File: src/rtl/dbnc_pkg.sv
// Shared definitions for the synchronizing debouncer: FSM state encoding,
// registered output bundle, and state-decode helpers.
package dbnc_pkg;

    localparam logic [1:0] ST_LO   = 2'd0;
    localparam logic [1:0] WAIT_HI = 2'd1;
    localparam logic [1:0] ST_HI   = 2'd2;
    localparam logic [1:0] WAIT_LO = 2'd3;

    typedef struct packed {
        logic dout;
        logic rise;
        logic fall;
        logic busy;
    } dbnc_out_t;

    function automatic logic is_high(input logic [1:0] st);
        return (st == ST_HI) || (st == WAIT_LO);
    endfunction

    function automatic logic is_wait(input logic [1:0] st);
        return (st == WAIT_HI) || (st == WAIT_LO);
    endfunction

endpackage

File: src/rtl/sync_chain.sv
// Multi-flop synchronizer for a single asynchronous bit.
module sync_chain #(
    parameter int STAGES = 2
) (
    input  logic clk,
    input  logic rst_n,
    input  logic d,
    output logic q
);

    logic [STAGES-1:0] ff;

    always_ff @(posedge clk or negedge rst_n) begin
        if (!rst_n) ff <= '0;
        else        ff <= {ff[STAGES-2:0], d};
    end

    assign q = ff[STAGES-1];

endmodule

File: src/rtl/sync_debounce_edge.sv
// Synchronizes a raw level, qualifies changes over DEBOUNCE_CYCLES stable
// samples, and emits a registered level plus one-cycle rise/fall pulses.
module sync_debounce_edge #(
    parameter int SYNC_STAGES     = 2,
    parameter int DEBOUNCE_CYCLES = 16
) (
    input  logic clk,
    input  logic rst_n,
    input  logic din,
    output logic dout,
    output logic rise,
    output logic fall,
    output logic busy
);
    import dbnc_pkg::*;

    localparam int            CW       = $clog2(DEBOUNCE_CYCLES);
    localparam logic [CW-1:0] CNT_LAST = CW'(DEBOUNCE_CYCLES - 1);

    logic          s;
    logic [1:0]    state, state_nxt;
    logic [CW-1:0] cnt, cnt_nxt;
    dbnc_out_t     o_q, o_nxt;

    sync_chain #(.STAGES(SYNC_STAGES)) u_sync (
        .clk   (clk),
        .rst_n (rst_n),
        .d     (din),
        .q     (s)
    );

    // Outputs are registered from next-state decode so they align with state.
    always_ff @(posedge clk or negedge rst_n) begin
        if (!rst_n) begin
            state <= ST_LO;
            cnt   <= '0;
            o_q   <= '0;
        end else begin
            state <= state_nxt;
            cnt   <= cnt_nxt;
            o_q   <= o_nxt;
        end
    end

    always_comb begin
        state_nxt = state;
        cnt_nxt   = cnt;
        case (state)
            ST_LO: if (s) begin
                state_nxt = WAIT_HI;
                cnt_nxt   = '0;
            end
            WAIT_HI: begin
                if (!s) begin
                    state_nxt = ST_LO;
                    cnt_nxt   = '0;
                end else if (cnt == CNT_LAST) begin
                    state_nxt = ST_HI;
                    cnt_nxt   = '0;
                end else begin
                    cnt_nxt = cnt + CW'(1);
                end
            end
            ST_HI: if (!s) begin
                state_nxt = WAIT_LO;
                cnt_nxt   = '0;
            end
            WAIT_LO: begin
                if (s) begin
                    state_nxt = ST_HI;
                    cnt_nxt   = '0;
                end else if (cnt == CNT_LAST) begin
                    state_nxt = ST_LO;
                    cnt_nxt   = '0;
                end else begin
                    cnt_nxt = cnt + CW'(1);
                end
            end
            default: begin
                state_nxt = ST_LO;
                cnt_nxt   = '0;
            end
        endcase
    end

    always_comb begin
        o_nxt      = '0;
        o_nxt.dout = is_high(state_nxt);
        o_nxt.busy = is_wait(state_nxt);
        o_nxt.rise = (state == WAIT_HI) && (state_nxt == ST_HI);
        o_nxt.fall = (state == WAIT_LO) && (state_nxt == ST_LO);
    end

    assign dout = o_q.dout;
    assign rise = o_q.rise;
    assign fall = o_q.fall;
    assign busy = o_q.busy;

endmodule

File: config.mk
export PLATFORM = sky130hd
export DESIGN_NAME = sync_debounce_edge
export DESIGN_NICKNAME = d
export VERILOG_FILES = /design/src/rtl/dbnc_pkg.sv /design/src/rtl/sync_chain.sv /design/src/rtl/sync_debounce_edge.sv
export SDC_FILE = /design/constraint.sdc
export NUM_CORES = 1
export LEC_CHECK = 0
export BUFFER_PORTS_ARGS = -buffer_cell sky130_fd_sc_hd__buf_2
export CAP_MARGIN = 10
export CORE_ASPECT_RATIO = 0.7
export CORE_MARGIN = 1
export CORE_UTILIZATION = 25
export DETAILED_ROUTE_END_ITERATION = 8
export SETUP_SLACK_MARGIN = 0.3
export SYNTH_ARGS = -nofsm -noshare
export SYNTH_HDL_FRONTEND = slang
export SYNTH_SLANG_ARGS = --single-unit
File: constraint.sdc
create_clock -name clk -period 2.55 [get_ports clk]
set_input_delay 0.51 -clock clk [delete_from_list [all_inputs] [get_ports clk]]
set_output_delay 0.51 -clock clk [all_outputs]
set_load 0.01 [all_outputs]
# [Word level (Yosys, flattened, before mapping)]
# Cells that the tools add are included.
# W data, S select, Z words.
[totals] regBits=12 latchBits=0 ramBits=0 rom_bits=0 input_bits=3 out_inout_bits=4 mem_count=0
[op_classes] addsub=1 multipliers=0 div=0 order_cmp=0 n_eq_ne=9 shifts=0 mux=13 bitwise_logic=0 n_reduce_logical=7
[op_table] cell="$mux W4" count=5
[op_table] cell="$pmux W4 S4" count=1
[op_table] cell="$mux W2" count=6
[op_table] cell="$eq A2 B2 Y1 const B" count=4
[op_table] cell="$pmux W2 S4" count=1
[op_table] cell="$add A4 B1 Y4 const B" count=1
[op_table] cell="$eq A2 B1 Y1 const B" count=2
[op_table] cell="$eq A4 B4 Y1 const B" count=1
[op_table] cell="$logic_not A2 Y1" count=2
[op_table] cell="$logic_and A1 B1 Y1" count=2
[op_table] cell="$logic_or A1 B1 Y1" count=2
[op_table] cell="$ne A2 B1 Y1 const B" count=1
[op_table] cell="$ne A2 B2 Y1 const B" count=1
[op_table] cell="$reduce_and A2 Y1" count=1

# [Logic depth before layout (Yosys ltp)]
# Gate-level depths: netlist of run 1.
[depth] word_depth=6 ltp_mapped=4

# [Modules after synthesis]
# From an unflattened synthesis of run 1, not the netlist that was laid out.
[unflattened] hier_cells=39 area_unflattened_um2=457.9
[by_module_without_submodules] mod="sync_debounce_edge" instances=1 cells_per_inst=37 area_per_inst_um2=407.9 seq_area_each_um2=225.2
[by_module_without_submodules] mod="sync_chain" instances=1 cells_per_inst=2 area_per_inst_um2=50.0 seq_area_each_um2=50.0

# [Worst setup path before layout of run 1]
# Ideal clock, no wire load.
[synth_path] path_type="register to register" start="reg cnt[0]" end="reg cnt[0]" setup_ns=0.066 t_arrival_ns=1.353 slack_ns=1.131 stages_incl_launch_ff=5 n_path_buf=0 period_less_slack_ns=1.419 path_cell_list="dfrtp_1 ha_1 and3_2 or4b_1 nand2_1"
[synth_between] elab_chain_cells=4 elab_cells_between_ends=6 classes_between="1 x add/sub; 1 x eq/ne; 4 x mux"
[synth_lines] item="start: declaration" line="sync_debounce_edge.sv:22" source="logic [CW-1:0] cnt, cnt_nxt;"
[synth_lines] item="start signal: assignment" line="sync_debounce_edge.sv:40" source="cnt <= cnt_nxt;"
[synth_lines] item="$add A4 B1 Y4 or $eq A4 B4 Y1 (tied branches)"
[synth_lines] item="$mux W4 *" line="sync_debounce_edge.sv:57, sync_debounce_edge.sv:72"
[synth_lines] item="$mux W4, on equally long branches" line="sync_debounce_edge.sv:69, sync_debounce_edge.sv:54"
[synth_lines] item="$pmux W4 S4 *" line="sync_debounce_edge.sv:48" source="case (state)"
# Every way passes the cells marked *; elsewhere a longest branch is shown, timed or not.
# A chain may end at the register's enable or synchronous reset.

# [Final worst setup path of run 1]
# Ends and elaborated chain as after synthesis.

==> metrics, run 1 <==
Synth Flop Type dfrtp_1; clk slew on worst S/H paths 0.07 ns; Final WS setup 1.058 ns; Slew @ Worst Pin 0.6131 ns; IO Port Bufs 6; post-synthesis cell type count 19; core area 0.001667 mm2; slowest CP cell or4b_1; status completed; Worst Hold Class input pin to asynchronous set/reset pin; Worst Path Max Fanout 5; detailed-route vias per instance 4.457; asr flop ratio synth 100.0%; wire length per cell 10.29 um; CTS buffer count 3; DP Worst Slack 1.073 ns; Avg Synthesized Cell Area 11.60 um2; Final min period 1.492 ns; most frequent cells in the layout 11 x dfrtp_1, 8 x nand2_1, 6 x buf_2; total die area 0.002036 mm2; sequential cell area fraction in the yosys report 59.30%; Synthesized Nets 44; Antenna diodes 0; TritonCTS clock tree built; layout cells sized above 1 22.45%; initial antenna violation count 0; maximum clock path buffer count 2; period utilization 58.50%; Post-CTS Setup Inserts 0; Post-Place Cell Area 513.0 um2; Max IR drop VDD 0.3251 mV; Crit Path Class register to register; warnings from Yosys 0; router iterations before antenna repair 3; Synth Cell Area 464.2 um2; startpoint types register; Crit. End Element register; fmax 670.3 MHz; clk sink count 11; CTS root buf clkbuf_4; Synth top area share 59.30%; setup TNS 0 ns; initial DRC count 3; Post-synth EDFFs 0; Antenna Nets Post-Route 0; Post-CTS Hold Buffers 0; fin. max-slew vios 0; Overall Global Routing Usage 9.594%; # DRC 0; Hold Fails Final Rpt 0; P_leak 0.2615 nW; CP arrival 1.69 ns; number of max-cap violations 0; aggregate global routing overflow 0; vias 312; clock latency on the worst-skew pair 0.26 ns; worst hold slack 0.1030 ns; commonest non-fill, non-tap cell in the layout dfrtp_1; Rows 12; die width 53.50 um; Initial Utilization 27.85%; HPWL Detailed 522.8 um; die height 38.05 um; unrepaired setup endpoints after global routing false; skew final 0.002822 ns; RePlAce Congestion 0.6238; first-pass GRT wire length 1221 um; H-tree levels 1; Resized Gates After CTS 0; Required @ worst endpoint 2.75 ns; I/O pins 7; final net count 54; Final Setup Violations 0; synthesized instance count 40; PwrDens 587.9 mW/mm2; largest net degree at the start of global routing 12; drt total wl 720 um; cell taking the most area after synthesis dfrtp_1; crit path cell chain ha_1 > and3_2 > or4b_1 > nand2_1; Crit path largest cell delay 0.49 ns; vias in the first global route 260; Layout area overhead 16.17%; Yosys reg bits 11; top post-synthesis cells by area dfrtp_1 59%, nand2_1 6.5%, xor2_1 3.8%, nor3b_1 3.2%, ha_1 2.7%; Post-Layout Inst Area 539.3 um2; Worst slew margin 58.83%
==> critical path, delay by kind of cell (launching register included) <==
family / cells / cell delay, ns
fa+ha+maj: 1 / 0.24
flops: 1 / 0.41
simple gates: 3 / 0.77
==> layer usage <==
layer	vias to the layer above	GRT usage (%)	part of all wire [%]
met3	0	7.143	6.4
met5	-	0	0
li1	162	-	-
met1	144	13.40	53
met2	6	11.25	41
met4	0	1.974	0
==> metrics by stage <==
| step | power (mW) | utilization, % | instances |
|---|---|---|---|
| 6_report | 0.3170 | 32.36 | 70 |
| 5_1_grt | 0.3383 | 32.36 | 70 |
| 4_1_cts | 0.3229 | 32.36 | 70 |
| 3_5_place_dp | 0.2074 | 30.78 | 66 |
| 3_3_place_gp | 0.2068 | 30.78 | 66 |
| 2_1_floorplan | 0.1995 | - | 40 |
==> path summary, 6_finish.rpt <==
check / from / endpoint / slack (ns) / depth (start not counted)
setup / recovery: cnt[0] / cnt[0] / 1.06 / 4
hold reg to reg: u_sync.ff[0] / u_sync.ff[1] / 0.37 / 0
hold / removal: rst_n / rise / 0.10 / 1
max in group asynchronous: rst_n / cnt[0] / 2.24 / 1
min in group clk: din / u_sync.ff[0] / 0.35 / 1
setup reg to reg: cnt[0] / cnt[0] / 1.06 / 4
==> cell usage after synthesis, types with 2 or more instances <==
master,number
xor2_1,2
dfrtp_1,11
a21oi_1,2
o22ai_1,2
nor3b_1,2
nand2_1,8
==> logic make-up (layout without fill, tap and decap cells) <==
| kind of cell | count (synthesis) | after routing | synth area share [%] |
|---|---|---|---|
| AND/OR/NAND/NOR | 16 | 16 | 19.68 |
| flip-flops | 11 | 11 | 59.30 |
| AO/OA/AOI/OAI | 6 | 6 | 7.816 |
| XOR/XNOR | 3 | 3 | 5.661 |
| buffers and inverters | 2 | 11 | 2.426 |
| adder cells (fa/ha/maj) | 1 | 1 | 2.695 |
| multiplexers | 1 | 1 | 2.426 |
==> flip-flops by register name, summed over array words and instances, names as in the netlist <==
register and count:
dout 1, u_sync.ff 2, cnt 4, fall 1, rise 1, busy 1, state 1
==> layout make-up <==
| type | count | area (um2) |
|---|---|---|
| fillers | 174 | 1127 |
| flip-flops and latches | 11 | 275.3 |
| multi-input cells | 27 | 177.7 |
| repair buffers | 6 | 30.03 |
| clock buffers | 4 | 26.28 |
| well taps | 21 | 26.28 |
| inverters | 1 | 3.754 |
==> report_power, final <==
part / internal (mW) / leakage (nW) / switching (mW) / total (mW)
logic: 0.00686 / 0.104 / 0.00957 / 0.0164
clock network: 0.0604 / 0.0150 / 0.0530 / 0.113
registers: 0.180 / 0.143 / 0.00685 / 0.187
total: 0.248 / 0.262 / 0.0694 / 0.317
Note: power is estimated with default switching activity, not from simulation.
==> run 2: changes to the inputs <==
--- a/config.mk
+++ b/config.mk
@@ -5,6 +5,7 @@
 export SDC_FILE = /design/constraint.sdc
 export NUM_CORES = 1
 export LEC_CHECK = 0
+export ABC_AREA = 1
 export BUFFER_PORTS_ARGS = -buffer_cell sky130_fd_sc_hd__buf_2
 export CAP_MARGIN = 10
 export CORE_ASPECT_RATIO = 0.7
==> constraint.sdc (replaced) <==
create_clock -name clk -period 1.52 [get_ports clk]
set_input_delay 0.304 -clock clk [delete_from_list [all_inputs] [get_ports clk]]
set_output_delay 0.304 -clock clk [all_outputs]
set_load 0.01 [all_outputs]
==> run 2 against run 1 <==
Effect of this change:
- sequential cell count is the same
- critical endpoint is now rise
- largest power group unchanged
- maximum frequency grew 25%
- critical path type unchanged
- power grew 72%
- setup slack lost 0.74 ns
- clock skew is essentially flat
- wire length grew 14%
- final area grew 14%
- sequential power grew 67%
- non-clock buffer count grew 4
==> metrics, run 2 <==
Synth top area share 57.74%; I/O pins 7; synthesized instance count 51; fin cells 86; maximum clock path buffer count 2; Yosys reg bits 11; IO Port Bufs 6; Antenna Nets Post-Route 0; Worst slew margin 83.44%; unrepaired setup endpoints after global routing true; CP arrival 1.40 ns; Initial Utilization 28.35%; initial DRC count 20; warnings from Yosys 0; fmax 834.7 MHz; first-pass GRT wire length 1221 um; initial antenna violation count 0; Crit path largest cell delay 0.43 ns; crit path cell chain ha_4 > nand2_4 > nor3_4 > nand2_2 > nor2_2; number of max-cap violations 0; max reg flops 4; core area 0.001682 mm2; die width 54.19 um; fin. max-slew vios 0; CTS buffer count 3; Hold Fails Final Rpt 0; # DRC 0; clk sink count 11; layout cells sized above 1 33.85%; Crit. End Element register; largest net degree at the start of global routing 12; final net count 70; Avg Synthesized Cell Area 9.347 um2; Rows 12; Synth Flop Type dfrtp_1; H-tree levels 1; Synth Cell Area 476.7 um2; Worst Path Max Fanout 5; die height 38.54 um; vias in the first global route 299; Multi-input gate area 200.2 um2; TritonCTS clock tree built; CTS root buf clkbuf_4; Slew @ Worst Pin 0.2476 ns; clock latency on the worst-skew pair 0.27 ns; Pwr Total 545.2 uW; post-synthesis cell type count 14; router iterations before antenna repair 4; wire length per cell 9.558 um; cell taking the most area after synthesis dfrtp_1; FF+latch area 275.3 um2; sequential cell area fraction in the yosys report 57.74%; Overall Global Routing Usage 9.083%; most common cell in the netlist nand2_1; Worst Hold Class input pin to register; status completed; slowest CP cell dfrtp_1; Crit Path Class register to register; period utilization 78.81%; Final Setup Violations 0; HPWL Detailed 548.1 um; top post-synthesis cells by area dfrtp_1 58%, nand2_1 13%, inv_1 4.7%, nand2_2 3.9%, nor3_4 3.4%; Layout area overhead 28.87%; most frequent cells in the layout 17 x nand2_1, 11 x dfrtp_1, 6 x inv_1, 6 x buf_2; skew final 0.003135 ns; vias 378; RePlAce Congestion 0.7696; Required @ worst endpoint 1.72 ns; filler instances 173; P_leak 0.3450 nW; Post-synth EDFFs 0; clk slew on worst S/H paths 0.07 ns; drt total wl 822 um; commonest non-fill, non-tap cell in the layout nand2_1; biggest regs cnt: 4 flops, u_sync.ff: 2 flops; setup TNS 0 ns; Antenna diodes 0; Placed Instances 78; Synthesized Nets 55; startpoint types register; total die area 0.002088 mm2; most frequent cells after synthesis 17 x nand2_1, 11 x dfrtp_1, 6 x inv_1, 3 x nand2_2, 3 x nor2_1; detailed-route vias per instance 4.395; Top reg by flops cnt; aggregate global routing overflow 0; PwrDens 887.4 mW/mm2; asr flop ratio synth 100.0%; Final min period 1.198 ns; Max IR drop VDD 0.4983 mV
==> run 2: cell types whose count changed in the layout (fill, tap and decap cells not counted), sizes merged, moves of 3 or more <==
cell	change
nor2	+5
inv	+5
nand2	+12
buf	+3
==> run 2: kinds of logic after synthesis <==
| family | synth area share [%] |
|---|---|
| and+or+nand+nor | 30.18 |
| DFF | 57.74 |
| buffers and inverters | 4.724 |
| AOI/OAI and AO/OA | 2.886 |
| xor gates and xnor gates | 1.838 |
| adders and majority gates | 2.624 |
==> run 2: power breakdown <==
group | internal [mW] | switching, mW
Sequential | 0.303 | 0.0107
Clock | 0.0974 | 0.0921
Combinational | 0.0200 | 0.0226
Total | 0.420 | 0.125
==> run 2: final timing paths <==
path,startpoint,endpoint,slack [ns],depth (start not counted)
worst max-delay path,cnt[0],rise,0.32,5
max in group asynchronous,rst_n,cnt[3],0.89,2
min in group asynchronous,rst_n,u_sync.ff[1],0.43,2
worst min-delay path,din,u_sync.ff[0],0.14,1
worst max register to register,cnt[0],rise,0.32,5
worst min register to register,u_sync.ff[0],u_sync.ff[1],0.35,0
==> run 2: through the flow <==
stage	setup WS, ns	hold WS (ns)	util (%)	area, um2
6_report	0.3220	0.1398	36.53	614.3
5_1_grt	0.2234	0.1149	36.53	614.3
4_1_cts	0.3639	0.1248	33.93	570.5
3_5_place_dp	0.3806	0.1817	31.70	533.0
3_3_place_gp	0.3990	0.1823	31.70	533.0
2_1_floorplan	0.4736	0.008409	-	476.7
==> run 2: metal layers <==
metal | routed length (um) | up-vias | share of wire [%] | global-route usage (%)
met3 | 48 | 2 | 5.8 | 4.762
met2 | 359 | 9 | 44 | 12.20
li1 | - | 185 | - | -
met1 | 399 | 182 | 49 | 11.17
met5 | 0 | - | 0 | 0
met4 | 14 | 0 | 1.7 | 5.769
==> run 2: worst max-delay path: cells and delay by family (launching register included) <==
family                     cells  cell delay, ns
and+or+nand+nor                4            0.53
DFF                            1            0.43
adders and majority gates      1            0.18
==> run 2: what timing repair did <==
item | 4_1_cts | 5_1_grt
resized for setup | 0 | 5
setup endpoints to repair | 0 | 4
setup buffers | 0 | 3
hold buffers | 1 | 0
endpoints found under the hold margin | 11 | 0
==> run 2: final cells by class <==
class                   count  share of cell area [%]
inverters                   6                   3.666
clock buffers               3                   3.666
flip-flops and latches     11                   44.81
clock inverters             1                  0.8147
repair buffers             10                   10.18
multi-input cells          34                   32.59
well taps                  21                   4.277
